File: src/rtl/riscv_defs_pkg.sv
// Shared fetch-side definitions: widths, reset PC, JAL opcode, IFU state encoding.
package riscv_defs;
    localparam int          XLEN         = 32;
    localparam logic [31:0] RESET_PC_DEF = 32'h0000_0000;
    localparam logic [6:0]  OPCODE_JAL   = 7'b1101111;

    typedef enum logic [1:0] {
        IDLE = 2'd0,
        WAIT = 2'd1,
        HOLD = 2'd2
    } ifu_state_e;
endpackage

File: src/rtl/instruction_fetcher_if.sv
// Fetcher bus bundle: memory req/valid handshake, instruction-queue push, redirect.
// master = fetcher side, slave = memory/queue/commit side.
interface instruction_fetcher_if #(parameter int XLEN = riscv_defs::XLEN);
    logic            mem_req;
    logic [XLEN-1:0] mem_addr;
    logic            mem_valid;
    logic [XLEN-1:0] mem_data;
    logic            isq_full;
    logic            instruction_ready;
    logic [XLEN-1:0] instruction_out;
    logic [XLEN-1:0] pc_out;
    logic            redirect_valid;
    logic [XLEN-1:0] redirect_pc;

    modport master (
        output mem_req, mem_addr, instruction_ready, instruction_out, pc_out,
        input  mem_valid, mem_data, isq_full, redirect_valid, redirect_pc
    );

    modport slave (
        input  mem_req, mem_addr, instruction_ready, instruction_out, pc_out,
        output mem_valid, mem_data, isq_full, redirect_valid, redirect_pc
    );
endinterface

File: src/rtl/jal_imm_gen.sv
// J-type immediate extractor: {imm[20],imm[10:1],imm[11],imm[19:12],0}, sign-extended.
module jal_imm_gen #(
    parameter int XLEN = 32
) (
    input  logic [31:0]     instr,
    output logic [XLEN-1:0] imm
);
    // Scatter the instruction bits back into immediate order; bit 31 is the sign.
    assign imm = {{(XLEN-20){instr[31]}}, instr[19:12], instr[20], instr[30:21], 1'b0};
endmodule

File: src/rtl/instruction_fetcher.sv
// Instruction fetcher: holds the PC, fetches words over a level req/valid
// handshake, pushes {word, pc} into the instruction queue with a one-cycle
// strobe while the queue is not full, and restarts on commit-side redirects.
// Optional: IFU_JAL_PREDICT_EN follows JAL targets instead of pc+4.
module instruction_fetcher #(
    parameter logic [31:0] RESET_PC = riscv_defs::RESET_PC_DEF,
    parameter int          XLEN     = 32
) (
    input  logic                  clk_in,
    input  logic                  rst_n_in,
    input  logic                  rdy_in,
    instruction_fetcher_if.master bus
);
    import riscv_defs::*;

    localparam logic [XLEN-1:0] PC_STEP = XLEN'(4);

    ifu_state_e      state_q, state_d;
    logic [XLEN-1:0] pc_q, pc_d;
    logic            discard_q, discard_d;
    logic [XLEN-1:0] hold_instr_q, hold_instr_d;
    logic [XLEN-1:0] hold_pc_q, hold_pc_d;
    logic            req_q, req_d;
    logic [XLEN-1:0] addr_q, addr_d;
    logic            ready_q, ready_d;
    logic [XLEN-1:0] instr_q, instr_d;
    logic [XLEN-1:0] pc_out_q, pc_out_d;
    logic [XLEN-1:0] fetch_next_pc;
    logic [XLEN-1:0] redirect_aligned;

    assign redirect_aligned = {bus.redirect_pc[XLEN-1:2], 2'b00};

`ifdef IFU_JAL_PREDICT_EN
    logic [XLEN-1:0] jal_imm;

    jal_imm_gen #(.XLEN(XLEN)) u_jal_imm (
        .instr (bus.mem_data[31:0]),
        .imm   (jal_imm)
    );

    // Follow a JAL immediately; anything else falls through sequentially.
    assign fetch_next_pc = (bus.mem_data[6:0] == OPCODE_JAL) ? pc_q + jal_imm
                                                             : pc_q + PC_STEP;
`else
    assign fetch_next_pc = pc_q + PC_STEP;
`endif

    // Next-state and registered-output logic; redirect overrides everything.
    always_comb begin
        state_d      = state_q;
        pc_d         = pc_q;
        discard_d    = discard_q;
        hold_instr_d = hold_instr_q;
        hold_pc_d    = hold_pc_q;
        req_d        = req_q;
        addr_d       = addr_q;
        ready_d      = 1'b0;
        instr_d      = instr_q;
        pc_out_d     = pc_out_q;

        if (bus.redirect_valid) begin
            pc_d = redirect_aligned;
            unique case (state_q)
                WAIT: begin
                    if (bus.mem_valid) begin
                        // Response lands with the redirect: drop it right here.
                        req_d     = 1'b0;
                        discard_d = 1'b0;
                        state_d   = IDLE;
                    end else begin
                        // Memory must still complete the request; eat it later.
                        discard_d = 1'b1;
                    end
                end
                default: state_d = IDLE;
            endcase
        end else begin
            unique case (state_q)
                IDLE: begin
                    if (!bus.isq_full) begin
                        req_d   = 1'b1;
                        addr_d  = pc_q;
                        state_d = WAIT;
                    end
                end
                WAIT: begin
                    if (bus.mem_valid) begin
                        req_d = 1'b0;
                        if (discard_q) begin
                            discard_d = 1'b0;
                            state_d   = IDLE;
                        end else begin
                            hold_instr_d = bus.mem_data;
                            hold_pc_d    = pc_q;
                            pc_d         = fetch_next_pc;
                            state_d      = HOLD;
                        end
                    end
                end
                HOLD: begin
                    // Never two pushes back to back: covers the queue's full-flag lag.
                    if (!bus.isq_full && !ready_q) begin
                        ready_d  = 1'b1;
                        instr_d  = hold_instr_q;
                        pc_out_d = hold_pc_q;
                        state_d  = IDLE;
                    end
                end
                default: state_d = IDLE;
            endcase
        end
    end

    // State and output registers; frozen entirely while rdy_in is low.
    always_ff @(posedge clk_in or negedge rst_n_in) begin
        if (!rst_n_in) begin
            state_q      <= IDLE;
            pc_q         <= XLEN'(RESET_PC);
            discard_q    <= 1'b0;
            hold_instr_q <= '0;
            hold_pc_q    <= '0;
            req_q        <= 1'b0;
            addr_q       <= '0;
            ready_q      <= 1'b0;
            instr_q      <= '0;
            pc_out_q     <= '0;
        end else if (rdy_in) begin
            state_q      <= state_d;
            pc_q         <= pc_d;
            discard_q    <= discard_d;
            hold_instr_q <= hold_instr_d;
            hold_pc_q    <= hold_pc_d;
            req_q        <= req_d;
            addr_q       <= addr_d;
            ready_q      <= ready_d;
            instr_q      <= instr_d;
            pc_out_q     <= pc_out_d;
        end
    end

    assign bus.mem_req           = req_q;
    assign bus.mem_addr          = addr_q;
    assign bus.instruction_ready = ready_q;
    assign bus.instruction_out   = instr_q;
    assign bus.pc_out            = pc_out_q;
endmodule

File: src/flat_wrapper.sv
// flat-port wrapper written by rule: the top's interface ports become plain ports
module instruction_fetcher_flat import riscv_defs::*;
#(
    parameter logic [31:0] RESET_PC = riscv_defs::RESET_PC_DEF,
    parameter int          XLEN     = 32
)
  (clk_in, rst_n_in, rdy_in, bus_mem_req, bus_mem_addr, bus_instruction_ready, bus_instruction_out, bus_pc_out, bus_mem_valid, bus_mem_data, bus_isq_full, bus_redirect_valid, bus_redirect_pc);
  instruction_fetcher_if #(.XLEN(XLEN)) bus_i ();
  input  logic clk_in;
  input  logic rst_n_in;
  input  logic rdy_in;
  output wire logic [$bits(bus_i.mem_req)-1:0] bus_mem_req;
  output wire logic [$bits(bus_i.mem_addr)-1:0] bus_mem_addr;
  output wire logic [$bits(bus_i.instruction_ready)-1:0] bus_instruction_ready;
  output wire logic [$bits(bus_i.instruction_out)-1:0] bus_instruction_out;
  output wire logic [$bits(bus_i.pc_out)-1:0] bus_pc_out;
  input wire logic [$bits(bus_i.mem_valid)-1:0] bus_mem_valid;
  input wire logic [$bits(bus_i.mem_data)-1:0] bus_mem_data;
  input wire logic [$bits(bus_i.isq_full)-1:0] bus_isq_full;
  input wire logic [$bits(bus_i.redirect_valid)-1:0] bus_redirect_valid;
  input wire logic [$bits(bus_i.redirect_pc)-1:0] bus_redirect_pc;
  assign bus_mem_req = bus_i.mem_req;
  assign bus_mem_addr = bus_i.mem_addr;
  assign bus_instruction_ready = bus_i.instruction_ready;
  assign bus_instruction_out = bus_i.instruction_out;
  assign bus_pc_out = bus_i.pc_out;
  assign bus_i.mem_valid = bus_mem_valid;
  assign bus_i.mem_data = bus_mem_data;
  assign bus_i.isq_full = bus_isq_full;
  assign bus_i.redirect_valid = bus_redirect_valid;
  assign bus_i.redirect_pc = bus_redirect_pc;
  instruction_fetcher #(.RESET_PC(RESET_PC), .XLEN(XLEN)) u_core (.clk_in(clk_in), .rst_n_in(rst_n_in), .rdy_in(rdy_in), .bus(bus_i));
endmodule
File: config.mk
export PLATFORM = sky130hd
export DESIGN_NAME = instruction_fetcher_flat
export DESIGN_NICKNAME = d
export VERILOG_FILES = /design/src/rtl/riscv_defs_pkg.sv /design/src/rtl/instruction_fetcher_if.sv /design/src/rtl/jal_imm_gen.sv /design/src/rtl/instruction_fetcher.sv /design/src/flat_wrapper.sv
export SDC_FILE = /design/constraint.sdc
export NUM_CORES = 1
export LEC_CHECK = 0
export ABC_AREA = 0
export BUFFER_PORTS_ARGS = -buffer_cell sky130_fd_sc_hd__buf_2
export CORE_MARGIN = 4
export CORE_UTILIZATION = 48
export CTS_CLUSTER_SIZE = 8
export DETAILED_ROUTE_END_ITERATION = 16
export GPL_TIMING_DRIVEN = 1
export PLACE_DENSITY = 0.71
export REMOVE_ABC_BUFFERS = 1
export SYNTH_ARGS = -nofsm -noshare
export SYNTH_HDL_FRONTEND = slang
export SYNTH_SLANG_ARGS = --single-unit
File: constraint.sdc
create_clock -name clk_in -period 3.28 [get_ports clk_in]
set_input_delay 0.164 -clock clk_in [delete_from_list [all_inputs] [get_ports clk_in]]
set_output_delay 0.164 -clock clk_in [all_outputs]
set_load 0.05 [all_outputs]
==> reports/metrics.cfg <==
[yosys]
yosysTopAreaCell = dfrtp_1
synth_area_leaders = dfrtp_1 (57%), mux2_2 (12%), nand2_1 (9.0%)
synth_cells = 745
synth_edf_count = 0
ys_seq_elements = 189
synthArstFlopShare = 1.00
synth_top_area_share = 0.574
seq_area_frac_synth = 0.574
syn-mean-instance-area_sq_um = 11.1
synth_cell_types = 63
ys_warn_count = 0
synth_area_sq_um = 8240
synthFlopType = dfrtp_1

[layout]
final_cells = 1160
seq_area_sq_um = 4730
final_common_cell = nand2_1
fill_cells = 1353
antenna_cells = 0
drive_above_1_share = 0.341
finalInstanceArea_sq_um = 10200
nets = 999
final_cell_mix = nand2_1 (196), dfrtp_1 (189), buf_2 (160), mux2_2 (87), dlygate4sd3_1 (35)
multi_input_area_sq_um = 3180
areaGrowthSynthToFinish_pct = 23.2

[floorplan]
core_area_sq_um = 16700
die_y_um = 139
die_width_um = 139
die_area_sq_um = 19300
row_count = 47
initial_core_util = 0.493
io_pins = 168

[place]
gp_congestion = 0.835
portBuffers = 161
dp_hpwl_um = 13100
dpl.cell_count = 1094
place_area_sq_um = 9200

[pwr]
pwr-share-clk = 0.253
power.density_nw_per_um2 = 819
power.switching_mw = 3.25
total_power_mw = 8.32
ir_worst_vdd_mv = 0.474
total_leakage_power_nw = 5.26
p_comb_frac = 0.316
swShare = 0.391
p_int_mw = 5.07
pwr-share-seq = 0.431

[critical_path]
crit_fanout = 10
crit_type = register to register
arrival_ns = 2.56
crit_path_end_kind = register
critPathLaunchType = register
worstPathRequired_ns = 3.62

[timing]
slew_viol_final = 0
rsz0062_at_grt = false
finalSetupViolCount = 0
max_freq_mhz = 450
max-slew-margin-rel = 0.497
final.setup_skew_ns = 0.00955
period_minus_slack_ns = 2.22
worst_slew_pin_slew_ns = 0.755
tns_ns = 0
finalHoldViolations = 0
fin_crit_sh = 0.677

[detailed_routing]
dr.first_iter.drc_count = 435
ant_nets = 0
drt_first_pass_iters = 5
wl_per_cell_um = 16.8
drc_errors = 0
viasPerCell = 5.37
drt-total-wl_um = 19500
vias = 6227

[min_path]
hold_class = input pin to register

[job]
maxCapViolCount = 0

[clock_tree]
path_clk_slew_ns = 0.07
clock_sinks = 189
clock_path_buffers = 2
clk_latency_ns = 0.42
numCtsBuffers = 17
cts_root_buffer = clkbuf_16
cts_setup_buffers = 0
htreeDepth = 4
cts_tree = built

[grt]
grt_first_pass_wirelength_um = 32800
grt_max_degree = 92
grt_pass1_vias = 6350
grt_util_all_layers = 0.206
grt_antenna_before_repair = 0
overflow = 0

[status]
status = finished clean

## metrics by stage
stage	hold WS (ns)	util	worst slack, ns
2_1_floorplan	-0.132	-	0.901
3_3_place_gp	0.280	0.551	1.21
3_5_place_dp	0.276	0.551	1.14
4_1_cts	0.0121	0.608	1.13
5_1_grt	0.0341	0.608	0.970
6_report	0.0250	0.608	1.06
## cell families (layout without fill, tap and decap cells)
logic type                 Yosys count  in the layout  synth area share
other                                1              4          0.000455
buffers and inverters               59            251            0.0425
muxes                               88             88             0.120
DFF                                189            189             0.574
AOI/OAI and AO/OA                  101            101            0.0814
and+or+nand+nor                    306            306             0.180
adders and majority gates            1              1           0.00152
## metal layers
layer  track usage  vias to the layer above  part of all wire
met5             0                        -                 0
met4        0.0613                        0             0.018
met3        0.0400                       29             0.048
met2         0.327                      185              0.47
met1         0.290                     3062              0.46
li1              -                     2951                 -
## repair_timing
action	in CTS	in global routing
resized for setup	0	0
hold buffers	35	0
hold endpoints to repair	123	0
endpoints found under the setup margin	0	0
## power by group through the flow
stage / combinational [mW] / sequential (mW) / clock [mW]
5_1_grt: 2.84 / 3.69 / 2.25
2_1_floorplan: 0.815 / 4.63 / 0
4_1_cts: 2.65 / 3.58 / 2.16
3_3_place_gp: 2.57 / 3.59 / 0
3_5_place_dp: 2.61 / 3.62 / 0
6_report: 2.63 / 3.59 / 2.10
## sequential cells by signal (all words and copies together), names as in the netlist, 2 cells and up
| signal | count |
|---|---|
| u_core.bus.mem_addr | 30 |
| u_core.hold_instr_q | 32 |
| u_core.hold_pc_q | 30 |
| u_core.bus.pc_out | 30 |
| u_core.state_q | 2 |
| u_core.bus.instruction_out | 32 |
| u_core.pc_q | 30 |
## worst max-delay path, stage by stage (launching register included)
cell and delay [ns]:
dfrtp_1 0.50, ha_1 0.30, nand4_1 0.26, nor4_4 0.63
a31oi_1 0.20, a211oi_2 0.23
## cell usage after synthesis, drive strengths merged (2+ instances only)
master     n
a31oi      3
o31ai      4
nand2    197
o2bb2ai    3
a22o       3
a311oi     4
and2       3
a21o       4
a31o       2
buf       32
inv        9
and4bb     2
nand4     13
or4        2
a211oi    10
nor3b      2
o21ai     29
or2        2
nor4      11
o22ai     11
nand3     13
dfrtp    189
clkbuf    18
a21oi     17
nor3      12
and3      13
mux2      87
a22oi      3
and4       6
nor2      24
## worst paths after layout
check,startpoint,endpoint,slack (ns),depth (start not counted)
max,u_core.pc_q[2]$_DFFE_PN0P_,u_core.pc_q[28]$_DFFE_PN0P_,1.06,5
min,bus_redirect_pc[2],u_core.pc_q[2]$_DFFE_PN0P_,0.02,3
max reg2reg,u_core.pc_q[2]$_DFFE_PN0P_,u_core.pc_q[28]$_DFFE_PN0P_,1.06,5
min reg2reg,u_core.hold_instr_q[19]$_DFFE_PN0P_,u_core.hold_instr_q[19]$_DFFE_PN0P_,0.47,2
max in group asynchronous,rst_n_in,u_core.bus.mem_addr[25]$_DFFE_PN0P_,1.96,3
min in group asynchronous,rst_n_in,u_core.bus.instruction_out[15]$_DFFE_PN0P_,0.36,2
## cell type report
| class | instances | share of cell area |
|---|---|---|
| Tap cell | 220 | 0.0271 |
| Sequential cell | 189 | 0.466 |
| Timing Repair Buffer | 211 | 0.131 |
| Multi-Input combinational cell | 500 | 0.314 |
| Clock buffer | 19 | 0.0436 |
| Inverter | 9 | 0.00333 |
| Clock inverter | 12 | 0.0159 |
No activity file was read; power rests on OpenSTA's default activity.
